## config.mk

```make
export PLATFORM = sky130hd
export DESIGN_NAME = digit_serial_comparator
export DESIGN_NICKNAME = d
export VERILOG_FILES = /design/src/rtl/digit_serial_comparator.sv
export SDC_FILE = /design/constraint.sdc
export NUM_CORES = 1
export LEC_CHECK = 0
export ABC_AREA = 1
export CAP_MARGIN = 40
export CORE_MARGIN = 5
export CORE_UTILIZATION = 45
export DETAILED_ROUTE_END_ITERATION = 6
export PLACE_DENSITY = 0.77
export SYNTH_ARGS = -nofsm -noshare
export SYNTH_HDL_FRONTEND = slang
export SYNTH_SLANG_ARGS = --single-unit
```

## constraint.sdc

```tcl
create_clock -name clk -period 1.7 [get_ports clk]
set_clock_uncertainty 0.1 [all_clocks]
set_input_delay 0.34 -clock clk [delete_from_list [all_inputs] [get_ports clk]]
set_output_delay 0.34 -clock clk [all_outputs]
set_load 0.02 [all_outputs]
```

## src/rtl/digit_serial_comparator.sv

```systemverilog
// Multi-cycle MSB-first magnitude comparator, DIGIT bits per clock, signed or unsigned per operation.
// Latency 2..NDIG+1 cycles from start to done; start is ignored while busy, and no backpressure on results.
module digit_serial_comparator #(
  parameter int WIDTH      = 16,
  parameter int DIGIT      = 4,
  parameter bit EARLY_EXIT = 1'b1
) (
  input  logic             clk,
  input  logic             rst_n,
  input  logic             start,
  input  logic             signed_mode,
  input  logic [WIDTH-1:0] a,
  input  logic [WIDTH-1:0] b,
  output logic             busy,
  output logic             done,
  output logic             gt,
  output logic             lt,
  output logic             eq
);

  localparam int NDIG = WIDTH / DIGIT;
  localparam int KW   = (NDIG > 1) ? $clog2(NDIG) : 1;

  typedef enum logic {IDLE, COMPARE} state_t;

  state_t           state_q, state_d;
  logic [KW-1:0]    k_q, k_d;
  logic [WIDTH-1:0] a_q, a_d, b_q, b_d;
  logic             found_q, found_d;
  logic             found_gt_q, found_gt_d;
  logic             done_q, done_d;
  logic             gt_q, gt_d, lt_q, lt_d, eq_q, eq_d;

  logic [DIGIT-1:0] dig_a, dig_b;
  logic             digit_ne, digit_gt;

  // Operands shift left each cycle, so the digit under test is always the top one.
  assign dig_a    = a_q[WIDTH-1 -: DIGIT];
  assign dig_b    = b_q[WIDTH-1 -: DIGIT];
  assign digit_ne = (dig_a != dig_b);
  assign digit_gt = (dig_a > dig_b);

  always_comb begin
    state_d    = state_q;
    k_d        = k_q;
    a_d        = a_q;
    b_d        = b_q;
    found_d    = found_q;
    found_gt_d = found_gt_q;
    done_d     = 1'b0;
    gt_d       = gt_q;
    lt_d       = lt_q;
    eq_d       = eq_q;

    case (state_q)
      IDLE: begin
        if (start) begin
          a_d = a;
          b_d = b;
          // Flipping the sign bit maps two's complement onto offset binary.
          if (signed_mode) begin
            a_d[WIDTH-1] = ~a[WIDTH-1];
            b_d[WIDTH-1] = ~b[WIDTH-1];
          end
          k_d        = '0;
          found_d    = 1'b0;
          found_gt_d = 1'b0;
          state_d    = COMPARE;
        end
      end

      COMPARE: begin
        a_d = a_q << DIGIT;
        b_d = b_q << DIGIT;
        if (!found_q && digit_ne) begin
          found_d    = 1'b1;
          found_gt_d = digit_gt;
        end

        if (EARLY_EXIT && digit_ne) begin
          gt_d    = digit_gt;
          lt_d    = ~digit_gt;
          eq_d    = 1'b0;
          done_d  = 1'b1;
          state_d = IDLE;
        end else if (k_q == KW'(NDIG - 1)) begin
          gt_d    = found_d & found_gt_d;
          lt_d    = found_d & ~found_gt_d;
          eq_d    = ~found_d;
          done_d  = 1'b1;
          state_d = IDLE;
        end else begin
          k_d = k_q + KW'(1);
        end
      end

      default: state_d = IDLE;
    endcase
  end

  always_ff @(posedge clk) begin
    if (!rst_n) begin
      state_q    <= IDLE;
      k_q        <= '0;
      a_q        <= '0;
      b_q        <= '0;
      found_q    <= 1'b0;
      found_gt_q <= 1'b0;
      done_q     <= 1'b0;
      gt_q       <= 1'b0;
      lt_q       <= 1'b0;
      eq_q       <= 1'b0;
    end else begin
      state_q    <= state_d;
      k_q        <= k_d;
      a_q        <= a_d;
      b_q        <= b_d;
      found_q    <= found_d;
      found_gt_q <= found_gt_d;
      done_q     <= done_d;
      gt_q       <= gt_d;
      lt_q       <= lt_d;
      eq_q       <= eq_d;
    end
  end

  assign busy = (state_q == COMPARE);
  assign done = done_q;
  assign gt   = gt_q;
  assign lt   = lt_q;
  assign eq   = eq_q;

endmodule

```

After elaboration in Yosys (flattened, before gate mapping). Cells that the tools add are included.

Bits in writable memories: 0. Bits of input ports: 36. Bits in read-only memories: 0. Bits in registers: 41. Bits in latches: 0. Word-level logic and storage cells: 60. Memories: 0.

Bitwise gates (word level): 8. Eq/ne operators: 5. Add/sub/neg operators: 1. Shift-type cells: 0. Reduce and logical (&&, ||, !) cells: 6. Multiplexer cells: 29. $mul: 0. Magnitude comparators: 1. Divide/modulo/power cells: 0.

Operator list (count): 16-bit one-hot mux with 2 select lines (2); 16-bit two-way mux (2); 1-bit two-way mux (18); 2-bit two-way mux (3); 2-bit inequality test, second input constant (3); 1-bit NOT (6); 1-bit one-hot mux with 2 select lines (3); 4-bit greater-than comparator (1); 4-bit inequality test (1); 2-bit one-hot mux with 2 select lines (1); 2-bit AND reduction (2); 3-bit AND reduction (1); 2-bit by 1-bit adder with 2-bit output, second input constant (1); 1-bit AND (2); 2-bit == test, second input constant (1); 2-bit nonzero test (1); 1-bit logical AND (1); 1-bit logical NOT (1).

Longest topological paths before layout. Gate-level depths: netlist (run 1).

Depth after elaboration: 8. Mapped depth: 11.

Worst setup path after synthesis (run 1). Ideal clock, no wire load.

Path kind: register -> register. Start point: register b_q[15]. End point: register gt_q, in the netlist gt. Slack: 0.256 ns. Library setup time: 0.109 ns. Cell stages (with the launch flop): 12. Buffers on the path: 0. Required time: 1.491 ns. Arrival time: 1.236 ns. Period minus slack after synthesis: 1.444 ns. Path through: dfxtp_1 inv_1 ha_1 nand2_2 nor2_4 nand2_4 nand2_4 inv_2 nor2_2 nor2_1 nand2_1 inv_1.

Longest elaborated chain between the ends: 7. Elaborated cells on any way between the ends: 12.

Ends and longest elaborated chain: start: declaration (RTL line 28) `logic [WIDTH-1:0] a_q, a_d, b_q, b_d;`; start signal: assignment (RTL line 106) `b_q <= '0;`; start signal: assignment (RTL line 117) `b_q <= b_d;`; branches (longest 7 deep; another with 4-bit greater-than comparator); end signal: assignment (RTL line 121) `gt_q <= gt_d;`; end: declaration (RTL line 32) `logic gt_q, gt_d, lt_q, lt_d, eq_q, eq_d;`.

Several ways; the timed one is not identified. The select of a mux whose other input is x is not followed. A chain may end at the register's enable or synchronous reset.

Final worst setup path (run 1).
Start point: register done_q, in the netlist done. End point: output done.

RTL lines: start: declaration (RTL line 31) `logic done_q, done_d;`; start signal: assignment (RTL line 120) `done_q <= done_d;`; end: declaration (RTL line 15) `output logic done,`.

No word-level cell between the ends.

==> metrics.yaml, run 1 <==
floorplan:
  rows: 24
  pin_count: 41
  core_mm2: 0.00429
  dieArea_mm2: 0.00578
  dieWidth_um: 76.0
  start_util_pct: 45.7
  die_h_um: 76.0
place:
  pre_cts_ws_ps: -2.74
  gp_congestion: 0.794
  portBuffers: 40
  hpwl_um: 3070
clock_network:
  cts-root-buf: "clkbuf_8"
  cts_buffers: 5
  path_clk_slew_ps: 80
  clk-insertion-delay-late_ps: 300
  cts_tree: "done"
  clock-sinks: 41
  cts_buffer_depth: 2
  cts_max_level: 2
logic_synthesis:
  synth_flop_cell: "dfxtp_1"
  ys_seq_area_share_pct: 41.9
  syn-num-nets: 315
  yosys_warnings: 0
  netlist_instances: 274
  synth_cell_types: 27
  synth_edf_count: 0
  avgSynthCellArea_um2: 7.16
  syn-cell-area_mm2: 0.00196
  synth-async-reset-ratio_pct: 0
  ys_ff_latch: 41
timing:
  fin_crit_sh_pct: 97.2
  final_max_slew_viol_count: 0
  rsz0062_at_grt: "false"
  setup_viol: 0
  hold_violations: 0
  fmax_mhz: 605
  fin_crit_ps: 1650
  tightest_slew_ps: 256
  max-slew-margin-rel_pct: 82.9
  whs_ps: 367
  setup_slack_ps: 48.1
drt:
  vias: 1774
  viasPerCell: 4.78
  wl_per_cell_um: 11.6
  dr.pass1.iters: 4
  drt-total-wl_um: 4290
  drt_iter0_drc: 128
  drc_errors: 0
  antenna_left: 0
setup_path:
  cp_data_required_time_ps: 1260
  crit_arrival_ps: 1210
  slowest_stage: "clkdlybuf4s50_1"
  crit_path_end_kind: "output port"
  crit_type: "flip-flop to output port"
  cp_top_family: "buffers and inverters"
  cp_num_buf_inv: 1
  cp_max_fo: 1
  startpoint_type: "flip-flop"
  crit_chain: "clkdlybuf4s50_1"
  max_stage_delay_ps: 590
grt:
  grt_pass1_wl_um: 7160
  overflow: 0
  grt.total_usage_pct: 15.0
  antenna_found_initial: 0
  grt_pass1_vias: 1638
  grt_max_degree: 25
power:
  p_leak_nw: 1.31
  ir_drop_mv: 0.567
  power_density_mw_per_mm2: 932
final_layout:
  final_cell_mix: "nand2_1 (111), dfxtp_1 (41), clkdlybuf4s50_1 (36)"
  area_delta_synth_final_pct: 31.6
  num_antenna_cells: 0
  utilization_pct: 60.1
  drive_gt1_share_pct: 9.09
  nNetsFinal: 359
  layout_commonest_cell: "nand2_1"
  fill_cells: 401
outcome:
  outcome: "complete, no violations"
flow_run:
  maxCapViolCount: 0
worst_hold_path:
  hp-class: "flip-flop to flip-flop"
what timing repair did:
action	4_1_cts	5_1_grt
endpoints found under the setup margin	1	4
pin swaps	0	1
hold buffers	0	0
setup buffers	0	1
resized for setup	1	3
Yosys cell counts (2+ instances only):
cell type | count | area [µm²]
dfxtp_1 | 41 | 821
buf_6 | 6 | 67.6
buf_2 | 4 | 20.0
nand2_1 | 111 | 417
a31oi_1 | 2 | 12.5
nand3_1 | 17 | 85.1
nor2_1 | 8 | 30.0
nand2_4 | 2 | 22.5
nor2_4 | 2 | 22.5
nand2_2 | 2 | 12.5
buf_1 | 2 | 7.51
ha_1 | 5 | 62.6
xor2_1 | 2 | 17.5
inv_1 | 35 | 131
a21oi_1 | 13 | 65.1
a22oi_1 | 10 | 75.1
o21ai_0 | 2 | 10.0
metrics by stage:
step / cells / area [µm²] / total power [mW] / setup TNS (ps)
2_1_floorplan: 274 / 1960 / 1.41 / 0
3_3_place_gp: 362 / 2450 / 1.58 / 0
3_5_place_dp: 362 / 2450 / 1.60 / -2.74
4_1_cts: 370 / 2560 / 2.42 / 0
5_1_grt: 371 / 2580 / 2.52 / 0
6_report: 371 / 2580 / 2.40 / 0
final cells by class:
class	instances	area [µm²]	area share [%]
clock buffer	6	82.6	3.20
clock inverter	2	37.5	1.45
inverter	38	145	5.63
multi-input combinational	182	885	34.3
sequential	41	821	31.8
tap	52	65.1	2.52
timing repair buffer	50	544	21.1
cell families (layout without fill, tap and decap cells):
group	Yosys count	count (layout)	share of synthesized area, %
buf+inv	51	96	13.0
simple gates	145	145	31.7
xor+xnor	2	2	0.894
compound gates	30	30	9.38
flops	41	41	41.9
fa+ha+maj	5	5	3.19
where the power goes:
part / switching, mW / internal [mW] / total, mW
Clock: 0.344 / 0.477 / 0.821
Combinational: 0.270 / 0.247 / 0.516
Sequential: 0.0385 / 1.03 / 1.07
Total: 0.652 / 1.75 / 2.40
per-layer routing:
| metal | global-route usage [%] | routed length, µm |
|---|---|---|
| met1 | 17.2 | 1850 |
| met2 | 25.8 | 2170 |
| met3 | 4.73 | 201 |
| met4 | 5.69 | 72 |
| met5 | 0 | 0 |
sequential cells by signal (all words and copies together), names as in the netlist:
name,flops
b_q,16
done,1
gt,1
busy,1
k_q,2
found_q,1
found_gt_q,1
eq,1
a_q,16
lt,1
path summary, 6_finish.rpt:
| check | start | to | slack, ps | depth (start not counted) |
|---|---|---|---|---|
| max reg2reg | b_q[13] | gt | 100 | 11 |
| min reg2reg | k_q[0] | k_q[0] | 370 | 1 |
| min | k_q[0] | k_q[0] | 370 | 1 |
| max | done | done | 50 | 1 |
(Power assumes the default switching activity.)
==> run 2, diff against run 1 <==
SKIP_CTS_REPAIR_TIMING = 1   (was not set)
SLEW_MARGIN = 5   (was not set)
==> metrics.yaml, run 2 (same netlist as run 1, synthesis figures left out) <==
setup_path:
  cp_data_required_time_ps: 1260
  cp_num_buf_inv: 1
  crit_chain: "clkdlybuf4s50_1"
  crit_arrival_ps: 1210
  r2r_cells: 11
  ff2ff_setup_slack_ps: 100
  cp_max_fo: 1
  cp_top_family: "buffers and inverters"
  max_stage_delay_ps: 590
  r2r-end: "gt"
  slowest_stage: "clkdlybuf4s50_1"
  r2r_start: "b_q[13]"
  crit_type: "flip-flop to output port"
  startpoint_type: "flip-flop"
  crit_path_end_kind: "output port"
timing:
  max-slew-margin-rel_pct: 82.9
  fin_tns_setup_ps: 0
  hold_violations: 0
  tightest_slew_ps: 256
  fin_crit_sh_pct: 97.2
  fmax_mhz: 605
  final_max_slew_viol_count: 0
  fin_crit_ps: 1650
  setup_slack_ps: 48.1
  rsz0062_at_grt: "false"
  setup_viol: 0
clock_network:
  cts_buffer_depth: 2
  cts-root-buf: "clkbuf_8"
  clock-sinks: 41
  cts_max_level: 2
  clk-insertion-delay-late_ps: 300
  cts_buffers: 5
  path_clk_slew_ps: 80
  cts_tree: "done"
drt:
  dr.pass1.iters: 4
  wl_per_cell_um: 11.6
  viasPerCell: 4.78
  drc_errors: 0
  antenna_left: 0
  drt_iter0_drc: 128
  vias: 1774
  drt-total-wl_um: 4290
place:
  pre_cts_ws_ps: -2.74
  gp_congestion: 0.794
  hpwl_um: 3070
  place_inst: 362
  portBuffers: 40
  placed_cell_area_mm2: 0.00245
floorplan:
  dieArea_mm2: 0.00578
  rows: 24
  core_mm2: 0.00429
  pin_count: 41
  die_h_um: 76.0
  start_util_pct: 45.7
  dieWidth_um: 76.0
power:
  ir_drop_mv: 0.567
  comb_power_share_pct: 21.5
  p_clk_share_pct: 34.1
  power_density_mw_per_mm2: 931
  switching_share_pct: 27.1
  switching_power_mw: 0.652
  internal_power_mw: 1.75
  p_seq_share_pct: 44.3
  p_leak_nw: 1.32
final_layout:
  design_area_mm2: 0.00258
  utilization_pct: 60.2
  drive_gt1_share_pct: 9.09
  top_regs: "a_q: 16 flops, b_q: 16 flops, k_q: 2 flops"
  nNetsFinal: 359
  fin_cells: 371
  num_antenna_cells: 0
  layout_commonest_cell: "nand2_1"
  final_cell_mix: "nand2_1 (111), dfxtp_1 (41), clkdlybuf4s50_1 (36)"
  area_delta_synth_final_pct: 31.8
worst_hold_path:
  hold_end: "k_q[0]"
  hp-class: "flip-flop to flip-flop"
  hold_depth: 1
  min-delay-start: "k_q[0]"
outcome:
  outcome: "complete, no violations"
grt:
  grt_pass1_vias: 1638
  grt.total_usage_pct: 15.0
  antenna_found_initial: 0
  overflow: 0
  grt_max_degree: 25
  grt_pass1_wl_um: 7160
flow_run:
  maxCapViolCount: 0
[run 2: changes by cell type in the layout (fill, tap and decap cells not counted), sizes merged]
cell / before / now
dlygate4sd2: 1 / 0
dlymetal6s2s: 3 / 4
[run 2: metrics by stage]
step / hold slack (ps) / total power [mW]
2_1_floorplan: 338 / 1.41
3_3_place_gp: 352 / 1.58
3_5_place_dp: 359 / 1.60
4_1_cts: 371 / 2.42
5_1_grt: 385 / 2.53
6_report: 367 / 2.41
[run 2: power groups by stage]
stage | sequential (mW) | clock [mW] | combinational, mW
final | 1.07 | 0.821 | 0.518
after global routing | 1.07 | 0.876 | 0.575
after CTS | 1.07 | 0.836 | 0.515
after detailed placement | 1.09 | 0 | 0.511
after global placement | 1.09 | 0 | 0.498
after floorplan | 1.09 | 0 | 0.314
[run 2: worst max path at each step]
stage | start | to | slack, ps | cells past startpoint
after global routing | b_q[13] | gt | 7 | 11
after floorplan | b_q[15] | gt | 260 | 11
after detailed placement | start | b_q[6] | -3 | 7
final | done | done | 50 | 1
after global placement | start | b_q[11] | 40 | 8
after CTS | gt | gt | -10 | 1
[run 2: area by class of cell]
| type | instances | area, µm² |
|---|---|---|
| Sequential cell | 41 | 821 |
| Tap cell | 52 | 65.1 |
| Fill cell | 399 | 1710 |
| Inverter | 38 | 145 |
| Clock inverter | 2 | 37.5 |
| Timing Repair Buffer | 50 | 548 |
| Clock buffer | 6 | 82.6 |
| Multi-Input combinational cell | 182 | 885 |
[run 2: layer usage]
metal / up-vias / track usage [%] / share of wire [%]
li1: 926 / - / -
met1: 806 / 17.2 / 43
met2: 33 / 25.8 / 51
met3: 9 / 4.73 / 4.7
met4: 0 / 5.69 / 1.7
met5: - / 0 / 0
[run 2: worst register-to-register path: cells and delay by family, from the launching register on]
family,cells,cell delay [ps]
fa+ha+maj,1,290
buf+inv,3,130
flops,1,340
simple gates,7,630
